File: src/rtl/rom_ctrl_readout_seq.sv
// Readout sequencer for the scrambled ROM: walks every word once, streams the low words to the
// hash engine and captures the top words as the expected digest.
// Optional ROM_CTRL_READOUT_ADDR_CHECK_EN adds an independent keystream address counter plus compare.
module rom_ctrl_readout_seq #(
  parameter int Depth       = 16,
  parameter int Width       = 40,
  parameter int DataW       = 32,
  parameter int DigestWords = 8,
  parameter int FifoDepth   = 2,
  localparam int Aw         = $clog2(Depth)
) (
  input  logic                         clk_i,
  input  logic                         rst_i,
  input  logic                         start_i,
  output logic                         rom_req_o,
  output logic [Aw-1:0]                rom_addr_o,
  output logic [Aw-1:0]                prince_addr_o,
  input  logic                         rom_rvalid_i,
  input  logic [Width-1:0]             rom_clr_rdata_i,
  output logic                         data_valid_o,
  output logic [DataW-1:0]             data_o,
  output logic                         data_last_o,
  input  logic                         data_ready_i,
  output logic [DigestWords*DataW-1:0] digest_o,
  output logic                         done_o,
  output logic                         alert_o
);

  localparam int DigestBase = Depth - DigestWords;
  localparam int PtrW       = (FifoDepth > 1) ? $clog2(FifoDepth) : 1;
  localparam int CntW       = $clog2(FifoDepth + 1);
  localparam logic [Aw-1:0] LastAddr       = Aw'(Depth - 1);
  localparam logic [Aw-1:0] DigestAddr     = Aw'(DigestBase);
  localparam logic [Aw-1:0] LastStreamAddr = Aw'(DigestBase - 1);

  typedef enum logic [2:0] {
    StIdle  = 3'd0,
    StRead  = 3'd1,
    StDrain = 3'd2,
    StDone  = 3'd3,
    StError = 3'd4
  } state_e;

  state_e                         state_r, state_next_s;
  logic [Aw-1:0]                  addr_r;
  logic [Aw-1:0]                  resp_addr_r;
  logic                           outstanding_r;
  logic                           alert_r;
  logic [DataW-1:0]               fifo_data_r [FifoDepth];
  logic                           fifo_last_r [FifoDepth];
  logic [PtrW-1:0]                rd_ptr_r, wr_ptr_r;
  logic [CntW-1:0]                count_r;
  logic [DigestWords*DataW-1:0]   digest_r;

  logic            req_s, push_s, push_ok_s, pop_s, digest_we_s;
  logic            valid_s, full_s, stream_out_s, mismatch_s, alert_set_s;
  logic [CntW:0]   inflight_s;
  logic            unused_ecc_s;

  // ECC bits are checked elsewhere; only the data bits travel on.
  assign unused_ecc_s = ^rom_clr_rdata_i[Width-1:DataW];

  function automatic logic [PtrW-1:0] ptr_inc(input logic [PtrW-1:0] p);
    if (p == PtrW'(FifoDepth - 1)) begin
      return {PtrW{1'b0}};
    end else begin
      return p + PtrW'(1);
    end
  endfunction

`ifdef ROM_CTRL_READOUT_ADDR_CHECK_EN
  logic [Aw-1:0] prince_addr_r;

  // Shadow keystream counter, advanced by the same request strobe as the ROM counter.
  always_ff @(posedge clk_i) begin
    if (rst_i) begin
      prince_addr_r <= {Aw{1'b0}};
    end else if (req_s && (prince_addr_r != LastAddr)) begin
      prince_addr_r <= prince_addr_r + Aw'(1);
    end else begin
      prince_addr_r <= prince_addr_r;
    end
  end

  assign prince_addr_o = prince_addr_r;
`else
  assign prince_addr_o = addr_r;
`endif

  // Request throttling, response routing, alert detection and next state.
  always_comb begin
    state_next_s = state_r;
    req_s        = 1'b0;
    push_s       = 1'b0;
    digest_we_s  = 1'b0;
    mismatch_s   = 1'b0;
    valid_s      = (count_r != {CntW{1'b0}}) && !alert_r;
    pop_s        = valid_s && data_ready_i;
    full_s       = (count_r == CntW'(FifoDepth));
    stream_out_s = outstanding_r && (resp_addr_r < DigestAddr);
    inflight_s   = {1'b0, count_r} + {{CntW{1'b0}}, stream_out_s};

    if (rom_rvalid_i && outstanding_r && !alert_r) begin
      if (resp_addr_r < DigestAddr) begin
        push_s = 1'b1;
      end else begin
        digest_we_s = 1'b1;
      end
    end else begin
      push_s = 1'b0;
    end
    push_ok_s = push_s && (!full_s || pop_s);

    // Digest words bypass the FIFO, so only stream-bound reads are throttled.
    if ((state_r == StRead) && !rst_i) begin
      req_s = (addr_r >= DigestAddr) || (inflight_s < (CntW+1)'(FifoDepth));
    end else begin
      req_s = 1'b0;
    end

`ifdef ROM_CTRL_READOUT_ADDR_CHECK_EN
    if (state_r == StRead) begin
      mismatch_s = (addr_r != prince_addr_r);
    end else begin
      mismatch_s = 1'b0;
    end
`endif

    alert_set_s = (rom_rvalid_i && !outstanding_r) ||
                  (outstanding_r && !rom_rvalid_i) ||
                  (push_s && full_s && !pop_s) ||
                  mismatch_s;

    if (alert_set_s || alert_r) begin
      state_next_s = StError;
    end else begin
      case (state_r)
        StIdle:  state_next_s = start_i ? StRead : StIdle;
        StRead:  state_next_s = (req_s && (addr_r == LastAddr)) ? StDrain : StRead;
        StDrain: state_next_s = (!outstanding_r && (count_r == {CntW{1'b0}})) ? StDone : StDrain;
        StDone:  state_next_s = StDone;
        StError: state_next_s = StError;
        default: state_next_s = StError;
      endcase
    end
  end

  // State, address counter, response tracking and sticky alert.
  always_ff @(posedge clk_i) begin
    if (rst_i) begin
      state_r       <= StIdle;
      addr_r        <= {Aw{1'b0}};
      resp_addr_r   <= {Aw{1'b0}};
      outstanding_r <= 1'b0;
      alert_r       <= 1'b0;
    end else begin
      state_r       <= state_next_s;
      outstanding_r <= req_s;
      alert_r       <= alert_r | alert_set_s;
      if (req_s) begin
        resp_addr_r <= addr_r;
        addr_r      <= (addr_r == LastAddr) ? addr_r : addr_r + Aw'(1);
      end else begin
        resp_addr_r <= resp_addr_r;
        addr_r      <= addr_r;
      end
    end
  end

  // Stream FIFO; cleared on reset so no stale word is visible afterwards.
  always_ff @(posedge clk_i) begin
    if (rst_i) begin
      rd_ptr_r <= {PtrW{1'b0}};
      wr_ptr_r <= {PtrW{1'b0}};
      count_r  <= {CntW{1'b0}};
      for (int i = 0; i < FifoDepth; i++) begin
        fifo_data_r[i] <= {DataW{1'b0}};
        fifo_last_r[i] <= 1'b0;
      end
    end else begin
      if (push_ok_s) begin
        fifo_data_r[wr_ptr_r] <= rom_clr_rdata_i[DataW-1:0];
        fifo_last_r[wr_ptr_r] <= (resp_addr_r == LastStreamAddr);
        wr_ptr_r              <= ptr_inc(wr_ptr_r);
      end else begin
        wr_ptr_r <= wr_ptr_r;
      end
      rd_ptr_r <= pop_s ? ptr_inc(rd_ptr_r) : rd_ptr_r;
      case ({push_ok_s, pop_s})
        2'b10:   count_r <= count_r + CntW'(1);
        2'b01:   count_r <= count_r - CntW'(1);
        default: count_r <= count_r;
      endcase
    end
  end

  // Digest capture; frozen once an alert is raised.
  always_ff @(posedge clk_i) begin
    if (rst_i) begin
      digest_r <= {(DigestWords*DataW){1'b0}};
    end else begin
      for (int k = 0; k < DigestWords; k++) begin
        if (digest_we_s && (resp_addr_r == Aw'(DigestBase + k))) begin
          digest_r[k*DataW +: DataW] <= rom_clr_rdata_i[DataW-1:0];
        end else begin
          digest_r[k*DataW +: DataW] <= digest_r[k*DataW +: DataW];
        end
      end
    end
  end

  assign rom_req_o    = req_s;
  assign rom_addr_o   = addr_r;
  assign data_valid_o = valid_s;
  assign data_o       = fifo_data_r[rd_ptr_r];
  assign data_last_o  = valid_s && fifo_last_r[rd_ptr_r];
  assign digest_o     = digest_r;
  assign done_o       = (state_r == StDone);
  assign alert_o      = alert_r;

endmodule
File: config.mk
export PLATFORM = sky130hd
export DESIGN_NAME = rom_ctrl_readout_seq
export DESIGN_NICKNAME = d
export VERILOG_FILES = /design/src/rtl/rom_ctrl_readout_seq.sv
export SDC_FILE = /design/constraint.sdc
export NUM_CORES = 1
export LEC_CHECK = 0
export CAP_MARGIN = 20
export CORE_MARGIN = 2
export CORE_UTILIZATION = 43
export DETAILED_ROUTE_END_ITERATION = 10
export PLACE_DENSITY = 0.86
export SKIP_CTS_REPAIR_TIMING = 1
export SYNTH_ARGS = -nofsm -noshare
export SYNTH_HDL_FRONTEND = slang
export SYNTH_SLANG_ARGS = --single-unit
File: constraint.sdc
create_clock -name clk_i -period 3.9 [get_ports clk_i]
set_input_delay 1.17 -clock clk_i [delete_from_list [all_inputs] [get_ports clk_i]]
set_output_delay 1.17 -clock clk_i [all_outputs]
set_load 0.01 [all_outputs]
==> metrics.csv <==
stage;metric;value;unit
run_status;outcome;finished clean;
synthesis;synthTopCellsByArea;dfxtp_1 (43%), edfxtp_1 (16%), nand2_1 (15%);
floorplanning;dieArea;30900;um^2
detailed_routing;firstDrtPassIters;6;
global_route;grt_pass1_wl;62.2;mm
synthesis;synth_edf_count;66;
synthesis;yosys-top-cells-count;nand2_1 (520), dfxtp_1 (274), a21oi_1 (260);
synthesis;syn_area_per_cell;8.82;um^2
synthesis;synth.most_common_cell;nand2_1;
floorplanning;ios;346;
detailed_routing;ant_nets;0;
power;leakage;5.89;nW
job;max_cap_viol_count;0;
setup_path;ff2ff_setup_slack;1740;ps
clocking;clockBufferDepth;3;
synthesis;ys_warn_count;0;
detailed_routing;dr_total_vias;11300;
power;vdd.ir_drop.worst;0.312;mV
detailed_routing;vias_per_cell;5.32;
clocking;cts_tree;done;
setup_path;critPathLaunchType;input port;
setup_path;required;2730;ps
synthesis;synthArstFlopShare;0;%
clocking;clock_sinks;340;
detailed_routing;first_iter_violations;643;
hold_path;hp-class;reg -> reg;
final_layout;nets;1760;
synthesis;synth_fa_ha_area_share;0.394;%
global_route;globalRouteOverflowTotal;0;
timing;hold_viol;0;
synthesis;ys_seq_area_share;58.8;%
global_route;grtUsageTotal;26.1;%
synthesis;synth-main-ff-cell;dfxtp_1;
setup_path;path_max_fanout;5;
floorplanning;fp.dieH;176;um
final_layout;drive_above_1_share;6.74;%
final_layout;antenna_cells;0;
timing;setup_violations;0;
clocking;insertion_delay;510;ps
synthesis;synth_top_family_by_area;simple AND/OR/NAND/NOR gates;
clocking;clk_pin_slew;50;ps
clocking;root_buffer;clkbuf_16;
timing;tightestPinTransition;1060;ps
setup_path;r2r_cells;6;
setup_path;end_kind;primary output;
synthesis;netlist.area_leader.share;43.2;%
timing;finClkSkew;14.6;ps
global_route;antenna_found_initial;0;
hold_path;hold_path_end;digest_o[63]$_SDFFE_PP0P_;
timing;period_share;96.9;%
synthesis;yosys.area.top_type;dfxtp_1;
synthesis;synth_cells;1439;
synthesis;yosysUniqueCellTypes;47;
detailed_routing;drt-total-wl;41.7;mm
global_route;grt_max_degree;105;
synthesis;netlist_area;12700;um^2
floorplanning;coreArea;28900;um^2
timing;grt_setup_unrepaired;no;
setup_path;r2r_end;digest_o[155]$_SDFFE_PP0P_;
synthesis;ys_ff_latch;340;
clocking;cts_made_buffers;35;
hold_path;holdCritStartpoint;digest_o[63]$_SDFFE_PP0P_;
final_layout;syn2layout_area_growth;38.3;%
place;dp_cells;2058;
setup_path;startpoint;rst_i;
synthesis;synth_fp_nets;1488;
floorplanning;die_x;176;um
hold_path;holdPathStages;2;
synthesis;synth_compound_area_share;11.0;%
floorplanning;start_util;44.0;%
setup_path;critPathArrivalTime;2610;ps
synthesis;synth_mux_area_share;3.08;%
clocking;htreeDepth;2;
place;gp_congestion;0.844;
global_route;grt_pass1_vias;10900;
final_layout;fin_cells;2120;
timing;maxSlewHeadroom;29.1;%
place;io_buffers;337;
setup_path;reg2reg_from;outstanding_r$_SDFF_PP0_;
detailed_routing;wl_per_cell;19.7;um
power;p_per_area;413;nW/um^2
timing;setup_tns;0;ps
floorplanning;num_rows;62;
place;place_hpwl;27.1;mm
setup_path;crit_type;in -> out;
detailed_routing;drc;0;
timing;fmax;265;MHz
synthesis;synth-simple-area-share;21.7;%
timing;slew_viol_final;0;
final_layout;fillers;2316;
timing;post-route-min-period;3780;ps
synthesis;synthXorXnorAreaFrac;0.345;%
power;finalPower;7.24;mW
## report_power, final
| part | total (mW) | leakage [nW] | switching (mW) | internal [mW] |
|---|---|---|---|---|
| logic | 0.250 | 2.42 | 0.171 | 0.0798 |
| clock network | 3.38 | 0.578 | 1.38 | 1.99 |
| registers | 3.61 | 2.89 | 0.00965 | 3.60 |
| total | 7.24 | 5.89 | 1.56 | 5.68 |
## sequential cells by signal, summed over array words and instances, names as in the netlist, named ones only
register,count
alert_o,1
count_r,2
digest_o,256
fifo_data_r,64
fifo_last_r,2
outstanding_r,1
prince_addr_o,4
rd_ptr_r,1
resp_addr_r,4
state_r,3
wr_ptr_r,1
## cells in the final DEF, fill, tap and decap left out, types with 3 or more instances in the layout
cell type	netlist	layout
nand2_1	520	519
clkdlybuf4s50_1	0	336
dfxtp_1	274	273
a21oi_1	260	260
and2_1	69	67
edfxtp_1	66	66
clkbuf_16	0	36
mux2_1	30	30
buf_4	4	30
clkbuf_8	0	13
nor2_1	11	10
nor2b_1	7	5
clkbuf_1	101	5
buf_12	0	5
xnor2_1	4	4
ha_1	4	4
nor3_4	3	3
inv_1	3	3
mux2i_1	3	3
nand3_2	0	3
o21ai_0	3	3
nand2b_1	3	3
o21ai_1	3	3
clkinv_2	0	3
## through the flow
stage	worst slack [ps]	cell area, um^2	hold slack [ps]	utilization, %
6_report	119	17500	452	60.8
5_1_grt	89.9	17500	469	60.8
4_1_cts	119	17500	453	60.8
3_5_place_dp	122	16400	446	56.7
3_3_place_gp	129	16400	441	56.7
2_1_floorplan	-81.4	12700	447	-
## kinds of logic (layout without fill, tap and decap cells)
family	after synthesis	count (layout)
AOI/OAI and AO/OA	273	273
xor gates and xnor gates	5	5
adders and majority gates	4	4
buffers and inverters	142	439
DFF	340	340
muxes	35	35
and+or+nand+nor	640	640
## how the worst max path moves through the flow
stage | end | slack (ps) | cells after the start
2_1_floorplan | fifo_data_r[0][0]$_SDFFCE_PN0P_ | -80 | 4
3_3_place_gp | rom_req_o | 130 | 4
3_5_place_dp | rom_req_o | 120 | 4
4_1_cts | rom_req_o | 120 | 4
5_1_grt | rom_req_o | 90 | 4
6_report | rom_req_o | 120 | 4
## layer usage
metal	track usage [%]	wire length, um
met4	12.7	2060
met2	42.7	19300
met5	0	0
met3	6.73	4230
met1	32.1	16100
## critical path, cell delays in order
cell and delay (ps):
clkbuf_8 110, or4b_4 540, nor3_4 230, clkdlybuf4s50_1 570
## layout make-up
class / count / area, um^2 / share of cell area, %
flip-flops and latches: 340 / 7470 / 42.6
multi-input cells: 957 / 4700 / 26.8
repair buffers: 372 / 3700 / 21.1
clock buffers: 53 / 1080 / 6.18
well taps: 384 / 480 / 2.74
clock inverters: 9 / 91.3 / 0.521
inverters: 5 / 18.8 / 0.107
No activity file was read; power rests on OpenSTA's default activity.
==> patch 1, RTL diff (same settings) <==
Re-encode `state_e` (5 states) as one-hot, 5 bits wide.
--- a/src/rtl/rom_ctrl_readout_seq.sv
+++ b/src/rtl/rom_ctrl_readout_seq.sv
@@ -33,12 +33,12 @@
   localparam logic [Aw-1:0] DigestAddr     = Aw'(DigestBase);
   localparam logic [Aw-1:0] LastStreamAddr = Aw'(DigestBase - 1);
 
-  typedef enum logic [2:0] {
-    StIdle  = 3'd0,
-    StRead  = 3'd1,
-    StDrain = 3'd2,
-    StDone  = 3'd3,
-    StError = 3'd4
+  typedef enum logic [4:0] {
+    StIdle  = 5'b00001,
+    StRead  = 5'b00010,
+    StDrain = 5'b00100,
+    StDone  = 5'b01000,
+    StError = 5'b10000
   } state_e;
 
   state_e                         state_r, state_next_s;
Check against the original RTL: same outputs for any inputs over 4 cycles, from zero or initial values and one cycle with rst_i high; so few cycles prove little.
==> patch 1 against the original RTL <==
- via count grew 0.14%
- critical path type is now reg -> out
- critical endpoint is now data_o[10]
- die area up 1.1%
- clock skew shrank 0.0032 ns
- area after synthesis up 1.2%
- sequential cell count up 2
- core utilization is 0.75 points lower
- largest power group unchanged
- power grew 0.54%
- worst hold slack barely moved
- setup slack improved by 0.21 ns
- final area up 0.89%
- routed wire length down 1.3%
- critical path depth fell by 2
==> patch 1: results (changes against the original RTL) <==
* R2R Setup Slk at 1.69 ns (-0.05 ns)
* Yosys cell types at 49 (+4.3%)
* Signal buffers at 369 (-0.81%)
* DP HPWL at 27300 um (+0.71%)
* Critical path peak fanout at 33 (+28)
* CTS Buf Count at 36 (+2.9%)
* ClkCell Share at 0.0672 (+0.000185)
* Fillers at 2369 (+2.3%)
* Multi-input combinational area share at 0.271 (+0.00272)
* Complex-gate fraction of the synthesized area at 0.112 (+0.00265)
* Arr. time, crit path at 2.40 ns (-0.21 ns)
* Final Power at 7280 uW (+0.54%)
* Slowest stage cell, crit path: dfxtp_2
* Non-clock inverters at 9 (+4)
* Design area at 17700 sq um (+0.89%)
* Synth top cells by count: nand2_1, dfxtp_1, a21oi_1
* Wire length of the first global-routing pass at 61400 um (-1.2%)
* Worst hold endpoint: digest_o[54]$_SDFFE_PP0P_
* Routed WL at 41100 um (-1.3%)
* Comb_multi_in at 971 (+1.5%)
* Worst path top cell family by delay: flip-flops
* Via density at 5.27 (-0.98%)
* Register area at 7510 sq um (+0.54%)
* R2r worst-path depth at 5 (-1)
* Drt first-iter violations at 786 (+22%)
* All-Layer GR Usage at 0.254 (-0.00698)
* Outcome: completed
* XOR/XNOR Fraction of Synth Area at 0.00273 (-0.000722)
* Clk pwr share at 0.468 (about the same)
* CP max stage delay at 0.91 ns (+0.34 ns)
* Post-synthesis adder-cell area fraction at 0.00390 (-0.0000450)
* Combinational share of power at 0.033 (-0.002)
* Layout cell share with drive strength beyond 1 at 0.0969 (+0.0295)
* Vias in the first global route at 11100 (+1.5%)
* Clock Skew at 0.0114 ns (-0.00323 ns)
* Signal buf overhead at 0.209 (-0.00243)
* Clk_buf instances at 52 (-1.9%)
* Internal at 5720 uW (+0.80%)
* R2r endpoint: count_r[1]$_SDFFE_PP0P_
* Post-placement cell area at 16500 sq um (+0.87%)
[patch 1: metal layers]
| metal | GRT usage | vias up | wire [um] |
|---|---|---|---|
| met5 | 0 | - | 0 |
| met4 | 0.110 | 0 | 1620 |
| met3 | 0.0728 | 112 | 3640 |
| met2 | 0.428 | 535 | 19600 |
| met1 | 0.303 | 5375 | 16300 |
| li1 | - | 5279 | - |
[patch 1: cell families after synthesis]
logic type / after synthesis
muxes: 37
buffers and inverters: 146
adders and majority gates: 4
DFF: 342
xor gates and xnor gates: 4
and+or+nand+nor: 646
AOI/OAI and AO/OA: 280
[patch 1: how the worst max path moves through the flow]
stage	start	end	slack, ns	depth (start not counted)
4_1_cts	flip-flop	data_o[10]	0.30	2
5_1_grt	resp_addr_r[3]$_SDFFE_PP0P_	rom_req_o	0.23	4
3_5_place_dp	rom_rvalid_i	count_r[1]$_SDFFE_PP0P_	0.40	6
2_1_floorplan	rom_rvalid_i	fifo_data_r[0][0]$_SDFFCE_PN0P_	0.63	4
6_report	flip-flop	data_o[10]	0.33	2
3_3_place_gp	rom_rvalid_i	count_r[1]$_SDFFE_PP0P_	0.43	6
[patch 1: worst min-delay path, delay by kind of cell (launching register included)]
kind / cells / cell delay (ns)
compound gates: 1 / 0.05
flops: 1 / 0.30
simple gates: 1 / 0.05
[patch 1: stage by stage]
step | util | cells | hold WS (ns) | setup WS (ns)
2_1_floorplan | - | 1459 | 0.477 | 0.629
3_3_place_gp | 0.560 | 2081 | 0.441 | 0.428
3_5_place_dp | 0.560 | 2081 | 0.446 | 0.398
4_1_cts | 0.600 | 2144 | 0.454 | 0.300
5_1_grt | 0.600 | 2144 | 0.471 | 0.230
6_report | 0.600 | 2144 | 0.452 | 0.333
==> patch 2, RTL diff (same flow settings) <==
Without the edit above. Build with the macro `ROM_CTRL_READOUT_ADDR_CHECK_EN` defined.
--- a/src/rtl/rom_ctrl_readout_seq.sv
+++ b/src/rtl/rom_ctrl_readout_seq.sv
@@ -1,6 +1,8 @@
 // Readout sequencer for the scrambled ROM: walks every word once, streams the low words to the
 // hash engine and captures the top words as the expected digest.
 // Optional ROM_CTRL_READOUT_ADDR_CHECK_EN adds an independent keystream address counter plus compare.
+`define ROM_CTRL_READOUT_ADDR_CHECK_EN
+
 module rom_ctrl_readout_seq #(
   parameter int Depth       = 16,
   parameter int Width       = 40,
Function: same outputs for any inputs over 4 cycles, from zero or initial values and one cycle with rst_i high; that may be too few to reach the edited logic, so the function may still have changed.
==> patch 2 against the original RTL <==
- area after synthesis rose by 1.5%
- largest cell class unchanged
- sequential cell count rose by 4
- critical path type is now reg -> out
- setup slack improved by 0.035 ns
- clock power rose by 3%
- routed wire length fell by 0.56%
- critical path depth did not move
- final area rose by 1.8%
- power rose by 2.0%
==> patch 2: results (changes against the original RTL) <==
* Outcome: completed
* R2r worst-path depth at 5 (-1)
* DP HPWL at 28000 um (+3.6%)
* Yosys cell types at 46 (-2.1%)
* Synthesized instance count at 1467 (+1.9%)
* All-Layer GR Usage at 0.254 (-0.00732)
* Layout net count at 1793 (+1.9%)
* Leak at 0.00595 uW (+1.0%)
* Post-synthesis adder-cell area fraction at 0.00486 (+0.000913)
* Complex-gate fraction of the synthesized area at 0.112 (+0.00178)
* Most used flip-flop cell after synthesis: dfxtp_1
* Post-synth net total at 1517 (+1.9%)
* Dpl cells at 2093 (+1.7%)
* Fillers at 2355 (+1.7%)
* Drt first-iter violations at 867 (+35%)
* Number of diodes at 0 (unchanged)
* Clock-pin slew on the worst setup and hold paths at 0.06 ns
* XOR/XNOR Fraction of Synth Area at 0.00612 (+0.00267)
* Sequential share of the synthesized area at 0.586 (-0.00247)
* Clock Skew at 0.0117 ns (-0.00289 ns)
* H-tree levels at 2 (unchanged)
* Slew margin rel. at 0.337 (+0.0451)
* Synth top cells by count: nand2_1, dfxtp_1, a21oi_1
* Crit path from: resp_addr_r[3]$_SDFFE_PP0P_
* Synth top area cells: dfxtp_1, edfxtp_1, nand2_1
* Routability cong. at 0.832 (-1.5%)
* Layout cell share with drive strength beyond 1 at 0.0836 (+0.0162)
* Worst VDD drop at 0.371 mV (+19%)
* Pin count of the biggest net entering global routing at 110 (+4.8%)
* Critical path peak fanout at 12 (+7)
* Wire length of the first global-routing pass at 61700 um (-0.82%)
* Non-Filler Instances at 2161 (+1.9%)
* WL/cell at 19.2 um (-2.5%)
* Hold path startpoint: digest_o[18]$_SDFFE_PP0P_
* Vias in the first global route at 11200 (+2.5%)
* CTS Buf Count at 37 (+5.7%)
[patch 2: cell count changes in the layout (fill, tap and decap cells not counted), sizes merged, moves of 4 or more]
cell,unedited run,this run
or3,2,7
dfxtp,274,278
nand2,520,525
a21oi,260,268
clkbuf,54,62
[patch 2: area by class of cell]
cell class / instances / area (sq um) / share of cell area
Clock inverter: 5 / 30.0 / 0.00168
Inverter: 5 / 18.8 / 0.00105
Sequential cell: 344 / 7550 / 0.422
Multi-Input combinational cell: 982 / 4830 / 0.270
Timing Repair Buffer: 373 / 3760 / 0.210
Clock buffer: 62 / 1190 / 0.0669
Tap cell: 390 / 488 / 0.0273
[patch 2: report_power, final]
group / leakage (uW) / switching [uW] / total [uW] / internal [uW]
registers: 0.00292 / 11.2 / 3660 / 3650
logic: 0.00242 / 167 / 256 / 88.8
clock network: 0.000605 / 1390 / 3480 / 2090
[patch 2: per-layer routing]
metal | up-vias | part of all wire | track usage
met1 | 5532 | 0.39 | 0.304
li1 | 5335 | - | -
met3 | 120 | 0.086 | 0.0595
met2 | 562 | 0.48 | 0.431
met5 | - | 0 | 0
met4 | 0 | 0.044 | 0.119
[patch 2: critical path, stage by stage (launching register included)]
cell and delay, ns:
dfxtp_1 0.55, and4bb_2 0.31, or3_4 0.47, nor2_1 0.17, clkdlybuf4s50_1 0.57
[patch 2: worst paths after layout]
kind,to
worst min register to register,digest_o[18]$_SDFFE_PP0P_
worst max register to register,digest_o[235]$_SDFFE_PP0P_
worst min-delay path,digest_o[18]$_SDFFE_PP0P_
worst max-delay path,rom_req_o
[patch 2: metrics by stage]
step	cell area (sq um)	worst slack (ns)	hold slack [ns]
global placement	16600	0.496	0.440
detailed placement	16600	0.452	0.445
finish	17900	0.155	0.452
global route	17900	0.0834	0.469
CTS	17800	0.159	0.453
floorplan	12900	0.587	0.458
